[config.mk]
export PLATFORM = sky130hd
export DESIGN_NAME = mpmc11_rd_line_collect
export DESIGN_NICKNAME = d
export VERILOG_FILES = /design/src/rtl/mpmc11_pkg.sv /design/src/rtl/mpmc11_rd_line_collect.sv
export SDC_FILE = /design/constraint.sdc
export NUM_CORES = 1
export LEC_CHECK = 0
export BUFFER_PORTS_ARGS = -buffer_cell sky130_fd_sc_hd__buf_2
export CAP_MARGIN = 20
export CORE_AREA = 3 3 258 260
export CTS_CLUSTER_DIAMETER = 200
export DETAILED_ROUTE_END_ITERATION = 16
export DIE_AREA = 0 0 261 263
export PLACE_DENSITY_LB_ADDON = 0.25
export SETUP_SLACK_MARGIN = 0.02
export SYNTH_ARGS = -nofsm -noshare
export SYNTH_HDL_FRONTEND = slang
export SYNTH_SLANG_ARGS = --single-unit
[constraint.sdc]
create_clock -name clk -period 1.7 [get_ports clk]
set_input_delay 0.34 -clock clk [delete_from_list [all_inputs] [get_ports clk]]
set_output_delay 0.34 -clock clk [all_outputs]
set_load 0.03 [all_outputs]
[src/rtl/mpmc11_pkg.sv]
// Shared types and constants for the mpmc11 memory controller.
package mpmc11_pkg;

    localparam int unsigned MEM_DATA_BITS = 128;
    localparam int unsigned LINE_STRIPS   = 4;

    typedef enum logic [2:0] {
        IDLE,
        ACTIVATE,
        WRITE_DATA,
        READ_CMD,
        READ_DATA0,
        READ_DATA1,
        PRECHARGE,
        REFRESH
    } mpmc11_state_t;

    typedef enum logic [1:0] {
        COL_IDLE,
        COL_ACTIVE,
        COL_HOLD
    } mpmc11_col_state_t;

    // Last strip index of a burst, clipped to what the line buffer can hold.
    function automatic logic [7:0] clamp_last(input logic [7:0] num, input logic [7:0] lim);
        return (num > lim) ? lim : num;
    endfunction

endpackage

[src/rtl/mpmc11_rd_line_collect.sv]
// Assembles consecutive memory read strips into one line and holds it
// until the downstream consumer accepts it.
module mpmc11_rd_line_collect
    import mpmc11_pkg::*;
#(
    parameter int unsigned STRIP_BITS = MEM_DATA_BITS,
    parameter int unsigned MAX_STRIPS = LINE_STRIPS
) (
    input  logic                             clk,
    input  logic                             rst,
    input  mpmc11_state_t                    state,
    input  logic [7:0]                       num_strips,
    input  logic                             rd_data_valid,
    input  logic [STRIP_BITS-1:0]            rd_data,
    input  logic                             line_ready,
    output logic [STRIP_BITS*MAX_STRIPS-1:0] line_o,
    output logic                             line_valid,
    output logic [7:0]                       strip_cnt,
    output logic                             overrun
);

    localparam int unsigned LINE_BITS = STRIP_BITS * MAX_STRIPS;

    mpmc11_col_state_t      r_col;
    logic [LINE_BITS-1:0]   r_line;
    logic                   r_line_valid;
    logic [7:0]             r_strip_cnt;
    logic [7:0]             r_last;
    logic                   r_overrun;
    logic [7:0]             w_last;

    assign w_last = clamp_last(num_strips, 8'(MAX_STRIPS - 1));

    always_ff @(posedge clk) begin
        if (rst) begin
            r_col        <= COL_IDLE;
            r_line       <= '0;
            r_line_valid <= 1'b0;
            r_strip_cnt  <= 8'd0;
            r_last       <= 8'd0;
            r_overrun    <= 1'b0;
        end else begin
            case (r_col)
                COL_IDLE: begin
                    if (state == READ_DATA0) begin
                        r_col       <= COL_ACTIVE;
                        r_last      <= w_last;
                        r_line      <= '0;
                        r_strip_cnt <= 8'd0;
                        // A beat coinciding with the burst start lands in strip 0.
                        if (rd_data_valid) begin
                            r_line <= LINE_BITS'(rd_data);
                            if (w_last == 8'd0) begin
                                r_col        <= COL_HOLD;
                                r_line_valid <= 1'b1;
                            end else begin
                                r_strip_cnt <= 8'd1;
                            end
                        end
                    end else if (rd_data_valid) begin
                        r_overrun <= 1'b1;
                    end
                end
                COL_ACTIVE: begin
                    if (state == IDLE) begin
                        r_col       <= COL_IDLE;
                        r_strip_cnt <= 8'd0;
                    end else if (rd_data_valid) begin
                        for (int unsigned k = 0; k < MAX_STRIPS; k++) begin
                            if (r_strip_cnt == 8'(k))
                                r_line[k*STRIP_BITS +: STRIP_BITS] <= rd_data;
                        end
                        if (r_strip_cnt == r_last) begin
                            r_col        <= COL_HOLD;
                            r_line_valid <= 1'b1;
                        end else begin
                            r_strip_cnt <= r_strip_cnt + 8'd1;
                        end
                    end
                end
                COL_HOLD: begin
                    if (rd_data_valid)
                        r_overrun <= 1'b1;
                    if (line_ready) begin
                        r_col        <= COL_IDLE;
                        r_line_valid <= 1'b0;
                    end
                end
                default: begin
                    r_col        <= COL_IDLE;
                    r_line_valid <= 1'b0;
                end
            endcase
        end
    end

    assign line_o     = r_line;
    assign line_valid = r_line_valid;
    assign strip_cnt  = r_strip_cnt;
    assign overrun    = r_overrun;

endmodule

After elaboration in Yosys (flattened, before gate mapping)
Index checks and enable logic that the tools add are counted.
{"block": "word_totals", "input_bits": 143, "register_bits": 532}
{"block": "classes", "order_cmp": 1, "mux": 36, "n_reduce_logical": 15, "n_eq_ne": 22, "addsub": 1}
{"operator": "$mux 512", "count": 3}
{"operator": "$pmux 512 s2", "count": 1}
{"operator": "$mux 128", "count": 5}
{"operator": "$mux 8", "count": 5}
{"operator": "$ne 2x2->1 const B", "count": 12}
{"operator": "$reduce_and 5->1", "count": 4}
{"operator": "$eq 8x2->1 const B", "count": 2}
{"operator": "$logic_not 8->1", "count": 2}
{"operator": "$pmux 8 s2", "count": 1}
{"operator": "$mux 2", "count": 7}
{"operator": "$mux 1", "count": 11}
{"operator": "$ne 3x3->1 const B", "count": 3}
{"operator": "$add 8x1->8 const B", "count": 1}
{"operator": "$eq 8x1->1 const B", "count": 1}
{"operator": "$eq 8x8->1", "count": 1}
{"operator": "$gt 8x2->1 const B", "count": 1}
{"operator": "$reduce_and 4->1", "count": 2}
{"operator": "$reduce_and 7->1", "count": 1}
{"operator": "$pmux 2 s3", "count": 1}
{"operator": "$reduce_and 2->1", "count": 2}
{"operator": "$reduce_bool 2->1", "count": 2}
{"operator": "$eq 3x3->1 const B", "count": 1}
{"operator": "$logic_not 3->1", "count": 1}
{"operator": "$pmux 1 s3", "count": 1}
{"operator": "4 further kinds", "count": 4}

Logic depth before layout (Yosys ltp)
{"block": "logic_depth", "depth_word": 7, "ltp_mapped": 8, "mapped_depth_nobuf": 6}

Least setup slack after synthesis
Ideal clock, no wire load.
{"block": "synth_timing", "path_type": "register to register", "from": "register r_strip_cnt[7] (netlist: strip_cnt[7])", "to": "register r_line[12] (netlist: line_o[12])", "setup_time_ns": 0.067, "path_buffers": 2, "required_time_ns": 1.633, "stages_incl_launch_ff": 8, "path_slack_ns": -0.082, "arrival_ns": 1.715, "synth_period_minus_slack_ns": 1.782, "cell_sequence": "dfxtp_1 -> nor4_4 -> nand3_1 -> a21oi_2 -> buf_12 -> buf_12 -> nand3_1 -> a21oi_2"}
{"block": "synth_via", "elab_chain_len": 3}
{"element": "from (decl)", "line": "mpmc11_rd_line_collect.sv:27", "source": "logic [7:0] r_strip_cnt;"}
{"element": "from (signal assigned)", "line": "mpmc11_rd_line_collect.sv:77", "source": "r_strip_cnt <= r_strip_cnt + 8'd1;"}
{"element": "$logic_not 8->1", "line": "mpmc11_rd_line_collect.sv:70", "source": "if (r_strip_cnt == 8'(k))"}
{"element": "$ne 2x2->1 (no line)"}
{"element": "$reduce_and 5->1 (no line)"}
{"element": "to (signal assigned)", "line": "mpmc11_rd_line_collect.sv:52", "source": "r_line <= LINE_BITS'(rd_data);"}
{"element": "to (signal, indexed assignment)", "line": "mpmc11_rd_line_collect.sv:71", "source": "r_line[k*STRIP_BITS +: STRIP_BITS] <= rd_data;"}
{"element": "to (decl)", "line": "mpmc11_rd_line_collect.sv:25", "source": "logic [LINE_BITS-1:0] r_line;"}
No other way between the ends.
A chain may end at the register's enable or synchronous reset.

Final worst setup path
{"block": "layout_timing", "from": "register r_strip_cnt[7] (netlist: strip_cnt[7])", "to": "register r_line[176] (netlist: line_o[176])"}
{"block": "layout_via", "elab_chain_len": 3}
{"element": "$eq 8x1->1", "line": "mpmc11_rd_line_collect.sv:70"}
{"element": "$ne 2x2->1 (no line)"}
{"element": "$reduce_and 5->1 (no line)"}
No other way between the ends.

==> impl_metrics.env <==
export IMPL_fill_cells=6216
export IMPL_ys_ff_latch=532
export IMPL_pin_count=665
export IMPL_dp_hpwl_um=56900
export IMPL_chipHeight_um=263
export IMPL_drc_errors=0
export IMPL_wl_per_cell_um=21.8
export IMPL_path_clk_slew_ps=70
export IMPL_power_switching_mw=12.9
export IMPL_grt_use_total=0.237
export IMPL_status="finished, violations left"
export IMPL_synth_area_leader_cell="dfxtp_1"
export IMPL_drt_iter0_markers=1805
export IMPL_syn_area_um2=19800
export IMPL_ys_async_sr_fraction=0
export IMPL_required_ps=2220
export IMPL_finClkSkew_ps=26.1
export IMPL_ys_warn_count=0
export IMPL_setup_viol=514
export IMPL_finalHoldViolations=0
export IMPL_cts_buffer_depth=3
export IMPL_grt_overflow=0
export IMPL_synth_top_area_frac=0.537
export IMPL_firstDrtPassIters=6
export IMPL_ys_seq_area_frac=0.537
export IMPL_final_cell_mix="buf_2, dfxtp_1, nand2_1, a21oi_1, nand3_1"
export IMPL_critPathKind="reg -> reg"
export IMPL_combPwrFrac=0.323
export IMPL_port_buffers=664
export IMPL_clockRootBuffer="clkbuf_16"
export IMPL_coreArea_um2=64300
export IMPL_synth_edf_count=0
export IMPL_gp_congestion=0.824
export IMPL_slowest_delay_ps=330
export IMPL_crit_arrival_ps=2450
export IMPL_power_mw=37.6
export IMPL_die_w_um=261
export IMPL_total_leakage_power_nw=12.5
export IMPL_min_from="rd_data[62]"
export IMPL_antenna_found_initial=5
export IMPL_power_density_nw_per_um2=1200
export IMPL_tightest_slew_ps=819
export IMPL_reg2reg_from="strip_cnt[7]$_SDFFE_PP0P_"
export IMPL_hold_class="in -> reg"
export IMPL_cts_tree="done"
export IMPL_syn_area_per_cell_um2=8.19
export IMPL_cts_sinks=532
export IMPL_cts_buffers=57
export IMPL_ys_flop_type="dfxtp_1"
export IMPL_grt_max_degree=139
export IMPL_clock_latency_ps=610
export IMPL_startpoint="strip_cnt[7]$_SDFFE_PP0P_"
export IMPL_drive_gt1_frac=0.445
export IMPL_rsz0062_at_grt="yes"
export IMPL_synth_cell_types=47
export IMPL_synth_cells=2422
export IMPL_crit_fanout=6
export IMPL_grt_first_pass_wirelength_um=126000
export IMPL_netSwitchingFraction=0.343
export IMPL_dieArea_um2=68600
export IMPL_htree_levels=2
export IMPL_cp_common_cell="buf_12"
export IMPL_fin_nets=3383
export IMPL_drv_cap=0
export IMPL_timing_hold_ws_ps=32.4
export IMPL_period_minus_slack_ps=1920
export IMPL_start_kind="flip-flop"
export IMPL_vias=21200
export IMPL_ys_top_cells_by_area="dfxtp_1, a21oi_1, nand3_1"
export IMPL_vias_per_cell=5.14
export IMPL_num_rows=93
export IMPL_ir_drop_v=0.000847
export IMPL_cp_slowest_cell="dfxtp_2"
export IMPL_syn_to_final_growth_pct=58.2
export IMPL_initial_core_util=0.308
export IMPL_finalWirelength_um=90100
export IMPL_power_internal_mw=24.7
export IMPL_final_max_slew_violation_count=0
export IMPL_p_clk_frac=0.320
export IMPL_maxSlewHeadroom=0.454
export IMPL_end_kind="flip-flop"
export IMPL_fin_ws_ps=-222
export IMPL_seqPwrFrac=0.357
export IMPL_synth_nets=2569
export IMPL_max_freq_ghz=0.520
export IMPL_period_share=1.13
export IMPL_final_common_cell="buf_2"
export IMPL_violations="negative setup slack"
export IMPL_cp_cell_sequence="nor4_4, buf_6, nand3_4, a21oi_4, buf_12, buf_12, buf_16, buf_8, nand3_2, a21oi_2"
export IMPL_grt_pass1_vias=19600
export IMPL_ant_nets=0
[what timing repair did]
item / in CTS / in global routing
pin swaps: 172 / 170
hold buffers: 37 / 0
gates cloned: 30 / 17
resized for setup: 184 / 401
hold endpoints to repair: 84 / 0
setup buffers: 42 / 13
endpoints found under the setup margin: 525 / 529
[synth_stat cells, types with 2 or more instances]
cell type	count
nand2b_1	3
and3_1	10
buf_6	9
a41oi_1	3
nand3_1	519
buf_4	32
clkbuf_1	106
xnor2_1	8
nand2_1	523
nor3_1	3
nor2b_1	2
and4_1	2
nor2_1	11
a21o_1	3
o21ai_0	4
a21oi_1	520
dfxtp_1	532
buf_2	73
buf_12	11
a211oi_1	3
inv_1	5
ha_1	4
a31oi_1	6
nand4_1	2
or3_1	5
a21oi_2	2
[kinds of logic (layout without fill, tap and decap cells)]
kind of cell / after synthesis / in the layout / share of synthesized area
adder cells (fa/ha/maj): 4 / 4 / 0.00252
AO/OA/AOI/OAI: 553 / 555 / 0.144
buffers and inverters: 236 / 1087 / 0.0678
multiplexers: 1 / 1 / 0.000505
XOR/XNOR: 8 / 8 / 0.00353
other: 0 / 5 / 0
flip-flops: 532 / 532 / 0.537
AND/OR/NAND/NOR: 1088 / 1088 / 0.245
[critical path: cells and delay by family (launching register included)]
family                 cells  cell delay [ps]
buffers and inverters      5              720
AND/OR/NAND/NOR            3              490
flip-flops                 1              330
AO/OA/AOI/OAI              2              310
[through the flow]
| stage | cells | utilization | TNS (ps) | area, um2 | worst slack (ps) |
|---|---|---|---|---|---|
| final | 4135 | 0.488 | -55210 | 31400 | -222 |
| after global routing | 4133 | 0.487 | -106450 | 31400 | -318 |
| after CTS | 4115 | 0.457 | -64390 | 29400 | -181 |
| after detailed placement | 3909 | 0.392 | -106920 | 25300 | -295 |
| after global placement | 3909 | 0.392 | -109170 | 25300 | -290 |
| after floorplan | 2422 | - | 0 | 19800 | 21.9 |
[cell type report]
type                            count  area (um2)  share of cell area
Clock inverter                     18         159             0.00506
Inverter                            5        18.8            0.000598
Clock buffer                       80        1590              0.0508
Tap cell                          855        1070              0.0341
Multi-Input combinational cell   1656       10100               0.321
Sequential cell                   532       10700               0.340
Timing Repair Buffer              984        7790               0.248
Antenna cell                        5        12.5            0.000399
[power by group through the flow]
stage                     registers, mW  logic, mW  clock network, mW
after CTS                          13.4       10.9               12.2
final                              13.4       12.1               12.0
after floorplan                    14.8       3.53                  0
after global routing               13.5       12.7               12.7
after detailed placement           13.7       8.47                  0
after global placement             13.7       8.50                  0
[layer usage]
layer	up-vias	wire length, um	track usage
met1	10200	37600	0.305
met2	858	42000	0.382
met5	-	11	0
met3	205	6340	0.0498
li1	9953	-	-
met4	2	4100	0.108
[registers in the layout, summed over array words and instances (netlist names)]
| register | flops |
|---|---|
| overrun | 1 |
| line_valid | 1 |
| r_col | 2 |
| strip_cnt | 8 |
| r_last | 8 |
| line_o | 512 |
[final timing paths]
path	endpoint	slack [ps]	cells after the start
worst max-delay path	line_o[176]$_SDFFE_PP0P_	-220	10
worst max register to register	line_o[176]$_SDFFE_PP0P_	-220	10
worst min-delay path	line_o[190]$_SDFFE_PP0P_	30	3
worst min register to register	overrun$_SDFFE_PP0P_	440	2
(Power assumes the default switching activity.)
